===== config.mk =====
export PLATFORM = sky130hd
export DESIGN_NAME = dmem_arbiter
export DESIGN_NICKNAME = d
export VERILOG_FILES = /design/src/rtl/dmem_arb_pkg.sv /design/src/rtl/arb2_rr.sv /design/src/rtl/dmem_arbiter.sv
export SDC_FILE = /design/constraint.sdc
export NUM_CORES = 1
export LEC_CHECK = 0
export BUFFER_PORTS_ARGS = -buffer_cell sky130_fd_sc_hd__clkbuf_2
export CORE_AREA = 10 10 95 97
export DETAILED_ROUTE_END_ITERATION = 7
export DIE_AREA = 0 0 105 107
export GPL_ROUTABILITY_DRIVEN = 0
export PLACE_DENSITY = 0.82
export SYNTH_ARGS = -nofsm -noshare
export SYNTH_HDL_FRONTEND = slang
export SYNTH_SLANG_ARGS = --single-unit

===== constraint.sdc =====
create_clock -name clk -period 2.4 [get_ports clk]
set_input_delay 0.48 -clock clk [delete_from_list [all_inputs] [get_ports clk]]
set_output_delay 0.48 -clock clk [all_outputs]
set_load 0.03 [all_outputs]

===== src/rtl/dmem_arb_pkg.sv =====
// Purpose : shared types and constants for the two-port data-memory arbiter.
// Latency : n/a (definitions only).
// Backpressure: n/a.
//
// Contents: port indices, RISC-V load/store funct3 codes, and the M-stage
// command record carried from the accept cycle to the memory cycle.
package dmem_arb_pkg;

    localparam int PORT_CORE = 0;
    localparam int PORT_DMA  = 1;

    // Loads
    localparam logic [2:0] F3_LB  = 3'b000;
    localparam logic [2:0] F3_LH  = 3'b001;
    localparam logic [2:0] F3_LW  = 3'b010;
    localparam logic [2:0] F3_LBU = 3'b100;
    localparam logic [2:0] F3_LHU = 3'b101;
    // Stores
    localparam logic [2:0] F3_SB  = 3'b000;
    localparam logic [2:0] F3_SH  = 3'b001;
    localparam logic [2:0] F3_SW  = 3'b010;

    // Field widths of the M-stage record; the top-level DM_ADDRESS/DATA_W
    // parameters default to these and must be kept equal to them.
    localparam int CMD_ADDR_W = 9;
    localparam int CMD_DATA_W = 32;

    typedef struct packed {
        logic                  we;
        logic [CMD_ADDR_W-1:0] addr;
        logic [CMD_DATA_W-1:0] wdata;
        logic [2:0]            funct3;
        logic                  owner;
    } dmem_cmd_t;

endpackage


===== src/rtl/arb2_rr.sv =====
// Purpose : two-way grant logic, round-robin or port-0 priority with starvation guard.
// Latency : grant is combinational from valid in the same cycle.
// Backpressure: a port that is valid but not granted simply waits; no internal queueing.
//
// Ports: clk, rst_n (sync, active low), valid[1:0] in; grant[1:0] out (one-hot or zero,
// only ever set on a valid port).
module arb2_rr #(
    parameter bit FIXED_PRIO = 1'b0,
    parameter int STARVE_MAX = 8
) (
    input  logic       clk,
    input  logic       rst_n,
    input  logic [1:0] valid,
    output logic [1:0] grant
);

    localparam int CNT_W = $clog2(STARVE_MAX + 1);

    logic             last_p1;     // 1 = port 1 was granted most recently
    logic [CNT_W-1:0] starve_cnt;
    logic             starved;

    assign starved = (starve_cnt == CNT_W'(STARVE_MAX));

    always_comb begin
        grant = 2'b00;
        case (valid)
            2'b01:   grant = 2'b01;
            2'b10:   grant = 2'b10;
            2'b11: begin
                if (FIXED_PRIO) grant = starved ? 2'b10 : 2'b01;
                else            grant = last_p1 ? 2'b01 : 2'b10;
            end
            default: grant = 2'b00;
        endcase
    end

    // A grant always transfers (grant is only given to a valid port), so the
    // pointer moves whenever any grant is issued.
    always_ff @(posedge clk) begin
        if (!rst_n) begin
            last_p1    <= 1'b1;
            starve_cnt <= '0;
        end else begin
            if (|grant) last_p1 <= grant[1];
            if (valid[1] && !grant[1]) begin
                if (!starved) starve_cnt <= starve_cnt + 1'b1;
            end else begin
                starve_cnt <= '0;
            end
        end
    end

endmodule


===== src/rtl/dmem_arbiter.sv =====
// Purpose : shares one data-memory port between the core LSU (port 0) and DMA/debug (port 1).
// Latency : fixed 2 cycles request-accept to rsp_valid; one access per cycle.
// Backpressure: req_ready withholds the losing port; responses cannot be stalled.
//
// Ports: clk, rst_n (sync, active low); per-port req_valid/req_ready/req_we/req_addr/
// req_wdata/req_funct3; per-port rsp_valid pulse with shared rsp_rdata; memory side
// MemRead/MemWrite/a/wd/Funct3 out, rd in (combinational read data).
module dmem_arbiter
    import dmem_arb_pkg::*;
#(
    parameter int DM_ADDRESS = CMD_ADDR_W,
    parameter int DATA_W     = CMD_DATA_W,
    parameter bit FIXED_PRIO = 1'b0,
    parameter int STARVE_MAX = 8
) (
    input  logic                       clk,
    input  logic                       rst_n,
    input  logic [1:0]                 req_valid,
    output logic [1:0]                 req_ready,
    input  logic [1:0]                 req_we,
    input  logic [1:0][DM_ADDRESS-1:0] req_addr,
    input  logic [1:0][DATA_W-1:0]     req_wdata,
    input  logic [1:0][2:0]            req_funct3,
    output logic [1:0]                 rsp_valid,
    output logic [DATA_W-1:0]          rsp_rdata,
    output logic                       MemRead,
    output logic                       MemWrite,
    output logic [DM_ADDRESS-1:0]      a,
    output logic [DATA_W-1:0]          wd,
    output logic [2:0]                 Funct3,
    input  logic [DATA_W-1:0]          rd
);

    logic [1:0] grant;
    logic       xfer;
    logic       sel;
    dmem_cmd_t  cmd_in;
    dmem_cmd_t  m_cmd;
    logic       m_vld;

    arb2_rr #(
        .FIXED_PRIO (FIXED_PRIO),
        .STARVE_MAX (STARVE_MAX)
    ) u_arb (
        .clk   (clk),
        .rst_n (rst_n),
        .valid (req_valid),
        .grant (grant)
    );

    // Ready is gated by reset so nothing is accepted while the pipe is being cleared.
    assign req_ready = req_valid & grant & {2{rst_n}};
    assign xfer      = |req_ready;
    assign sel       = req_ready[PORT_DMA];

    always_comb begin
        cmd_in        = '0;
        cmd_in.we     = req_we[sel];
        cmd_in.addr   = req_addr[sel];
        cmd_in.wdata  = req_wdata[sel];
        cmd_in.funct3 = req_funct3[sel];
        cmd_in.owner  = sel;
    end

    // M stage holds zeros on a bubble so the memory outputs idle at 0 without extra muxing.
    always_ff @(posedge clk) begin
        if (!rst_n) begin
            m_vld     <= 1'b0;
            m_cmd     <= '0;
            rsp_valid <= 2'b00;
            rsp_rdata <= '0;
        end else begin
            m_vld     <= xfer;
            m_cmd     <= xfer ? cmd_in : '0;
            rsp_valid <= 2'b00;
            if (m_vld) rsp_valid[m_cmd.owner] <= 1'b1;
            // Store responses and bubbles return zero data.
            rsp_rdata <= (m_vld && !m_cmd.we) ? rd : '0;
        end
    end

    assign MemRead  = m_vld & ~m_cmd.we;
    assign MemWrite = m_vld &  m_cmd.we;
    assign a        = m_cmd.addr;
    assign wd       = m_cmd.wdata;
    assign Funct3   = m_cmd.funct3;

endmodule


* Word level (Yosys, flattened, before mapping) *
Index checks and enable logic that the tools add are counted.

operators by class
  bitwise logic cells = 5
  equality and inequality tests = 3
  shifts and indexed selects = 0
  reduce and logical (&&, ||, !) cells = 8
  add/sub/neg operators = 0
  $lt $le $gt $ge = 3
  multipliers = 0
  multiplexer cells = 12
  divide/modulo/power cells = 0

operator list
  operator                                                  number
  2-to-1 mux 32 bit                                         2
  2-to-1 mux 9 bit                                          2
  2-to-1 mux 3 bit                                          2
  one-hot mux 2 bit (3 select lines)                        1
  AND reduction 2 bit                                       3
  bitwise AND 2 bit                                         2
  equality test 2 bit, second input constant                2
  < comparator 1 x 2 -> 1 bit, second input constant        2
  OR reduction 2 bit                                        2
  2-to-1 mux 1 bit                                          3
  bitwise AND 1 bit                                         2
  equality test 2 x 1 -> 1 bit, second input constant       1
  logical AND 1 bit                                         2
  2-to-1 mux 2 bit                                          1
  demux 1 bit (select 1 bit)                                1
  greater-or-equal comparator 1 bit, second input constant  1
  logical NOT 1 bit                                         1
  inverter 1 bit                                            1

word-level totals
  ROM bits = 0
  memory bits (writable) = 0
  memories = 0
  bits in latches = 0
  bits of input ports = 126
  output and inout bits = 82
  flip-flop bits (word level) = 82

* Logic depth before layout (Yosys ltp) *
  word-level depth = 6
  mapped depth = 6

* Cells and area by module *
From an unflattened synthesis, not the netlist that was laid out.

second synthesis, totals
  cells, all modules = 239
  area, all modules = 2859.0 µm²

modules (own cells, without submodules)
  module        times used  seq. area each (µm²)  area each (µm²)  cells each
  dmem_arbiter  1           1621.6                2797.7           232
  arb2_rr       1           20.0                  61.3             7

* Worst setup path before layout *
Ideal clock, no wire load.

  path type = in2out
  start = input rst_n
  end = output req_ready[0]
  path buffers = 2
  setup slack = 0.637 ns
  stages on the path = 4
  required time = 1.920 ns
  data arrival time = 1.283 ns
  cells stage by stage = buf_4 buf_2 inv_1 nor2_1

on the way
  word-level cells in the longest chain between the ends = 1

ends and longest elaborated chain
  what               line                source
  start, declared    dmem_arbiter.sv:17  input logic rst_n,
  bitwise AND 2 bit  dmem_arbiter.sv:52  assign req_ready = req_valid & grant & {2{rst_n}};
  end, declared      dmem_arbiter.sv:19  output logic [1:0] req_ready,

Every way passes these cells.

* Final worst setup path *
  start = register u_arb.last_p1
  end = output req_ready[0]

on the way
  word-level cells in the longest chain between the ends = 4

ends and longest elaborated chain
  what                                line                source
  start, declared                     arb2_rr.sv:19       logic last_p1;
  start signal, assigned              arb2_rr.sv:45       if (|grant) last_p1 <= grant[1];
  2-to-1 mux 2 bit                    arb2_rr.sv:32       else grant = last_p1 ? 2'b01 : 2'b10;
  one-hot mux 2 bit (3 select lines)  arb2_rr.sv:27       case (valid)
  bitwise AND 2 bit (2 in series)     dmem_arbiter.sv:52

Every way passes these cells.

==> key figures <==
Synthesis
  – Synth Flop Type: dfxtp_1
  – Syn_area_per_cell: 9.084 µm²
  – FF+latch count, synth: 82
  – Netlist cell types: 16
  – Share of flip-flops with an asynchronous set or reset: 0
  – Gate Count Post-Synth: 334
  – Syn Std Cell Area: 3034 µm²
  – Post-synth EDFFs: 0
  – YS warnings: 0
  – Post-Syn Nets: 460
  – Sequential cell area fraction in the yosys report: 0.5410

Worst setup path
  – CP startpoint kind: flop
  – Worst setup EP type: output pin
  – Crit-path max FO: 3
  – WS Path Type: flop to output pin
  – CP required: 1.92 ns
  – Data arrival, critical path: 1.17 ns

Floorplanning
  – Ports: 208
  – Die Area: 11240 µm²
  – Die Height: 107 µm
  – Initial core utilization: 0.4251
  – # rows: 31
  – Die Wd: 105 µm
  – Core Footprint: 7137 µm²

STA
  – Crit path time final: 1.646 ns
  – Layout Skew: 0.008687 ns
  – Max-slew headroom: 0.6311
  – Final Cycle Share: 0.6859
  – FMAX: 607.5 MHz
  – Final setup fails: 0
  – Max Transition Viols Final: 0
  – Fin. Hold Viols: 0
  – Hold slack: 0.3258 ns
  – Unrepaired setup endpoints after global routing: no
  – Setup TNS: 0 ns
  – Least-Margin Pin Slew: 0.5534 ns
  – Setup ws final: 0.7539 ns

Pwr
  – PwrDens: 730.0 nW/µm²
  – Leakage: 2.073 nW
  – Peak supply drop: 0.2987 mV

Routing
  – Post-route ant nets: 0
  – Drt first pass iters: 4
  – Avg WL per Cell: 15.06 µm
  – Final WL: 8944 µm
  – Vias per cell: 4.488
  – Residual DRC: 0
  – Drt initial violations: 84
  – Via count: 2666

Clocking
  – CTS root buf: clkbuf_8
  – Worst-Skew Late Latency: 0.34 ns
  – H-Tree Depth: 3
  – CTS tree: done
  – Reg clk slew, reported paths: 0.09 ns
  – Setup Buffers After CTS: 0
  – Clk buf depth: 2
  – Post_cts resized: 0
  – Clk sink count: 82
  – CTS Hold Bufs: 0
  – CTS buffer count: 9

GRT
  – Largest net degree at the start of global routing: 60
  – Initial antenna violation count: 0
  – Vias in the first global route: 2661
  – GRT Total Usage: 0.1502
  – Grt ovf: 0
  – First-pass GRT wire length: 13640 µm

Cells and area
  – Final #Nets: 616
  – Area growth from synthesis to layout: 29.61%
  – Non-Filler Instances: 594
  – Layout cells sized above 1: 0.4646
  – Antenna diode count: 0

Place
  – Input/output buffers: 207
  – Post-place setup slack: 0.7777 ns
  – Placed cells: 578
  – Hpwl dp: 7111 µm

Flow run
  – Max-cap violations: 0

Hold path
  – Hold Path Class: input port to flop

Outcome
  – Status: completed
## synthesized netlist by cell type, types with 2 or more instances
cell,n,area share
nand2_1,94,0.12
dfxtp_1,82,0.54
buf_4,50,0.12
o22ai_1,45,0.093
and2_1,33,0.068
buf_2,7,0.012
nor2_1,6,0.0074
buf_6,4,0.015
clkbuf_1,3,0.0037
clkbuf_2,3,0.0049
inv_1,2,0.0025
## per-layer routing
metal	wire length, µm	track usage
met2	4741	0.2630
met1	3315	0.1554
met4	112	0.06275
met3	774	0.06407
met5	0	0
## sequential cells by signal (all words and copies together), names as in the netlist
signal	count
rsp_rdata	32
Funct3	3
wd	32
m_cmd	2
m_vld	1
a	9
rsp_valid	2
u_arb.last_p1	1
## where the power goes
group | internal, mW | total (mW) | switching [mW]
combinational | 0.179 | 0.492 | 0.313
sequential | 1.43 | 1.46 | 0.0222
clock | 0.394 | 0.922 | 0.528
total | 2.01 | 2.87 | 0.863
## cells in the final DEF, fill, tap and decap left out, drive strengths merged, types with 2 or more instances in the layout
| cell type | n |
|---|---|
| nand2 | 94 |
| clkbuf | 216 |
| o21ai | 2 |
| clkinv | 2 |
| inv | 6 |
| and2 | 33 |
| buf | 5 |
| o22ai | 45 |
| nor2 | 7 |
| dfxtp | 82 |
## worst max-delay path: stages, from the launching register on
cell and delay, ns:
dfxtp_1 0.40, o21ai_4 0.08, nor2_1 0.12, clkbuf_2 0.23
## final timing paths
| check | endpoint | slack (ns) | from | cells past startpoint |
|---|---|---|---|---|
| setup / recovery | req_ready[0] | 0.75 | u_arb.last_p1 | 3 |
| setup reg to reg | wd[17] | 1.08 | u_arb.last_p1 | 4 |
| hold reg to reg | rsp_valid[0] | 0.42 | m_cmd[0] | 1 |
| hold / removal | rsp_rdata[16] | 0.33 | rd[16] | 2 |
## cells by family (layout without fill, tap and decap cells)
group / count (synthesis) / after routing / share of synthesized area
AO/OA/AOI/OAI: 47 / 47 / 0.09979
buffers and inverters: 69 / 230 / 0.1612
flip-flops: 82 / 82 / 0.5410
AND/OR/NAND/NOR: 136 / 136 / 0.1979
## layout make-up
cell class                      count  area [µm²]
Sequential cell                    82        1642
Fill cell                         708        3204
Timing Repair Buffer              212        1074
Clock inverter                      7       58.81
Clock buffer                        9       123.9
Multi-Input combinational cell    183       903.4
Tap cell                           99       123.9
Inverter                            2       7.507
## through the flow
step	power, mW	utilization	cell area (µm²)
final	2.871	0.5510	3933
after global routing	3.017	0.5510	3933
after CTS	2.918	0.5510	3933
after detailed placement	1.987	0.5254	3750
after global placement	1.972	0.5254	3750
after floorplan	1.859	-	3034
Note: power is estimated with default switching activity, not from simulation.
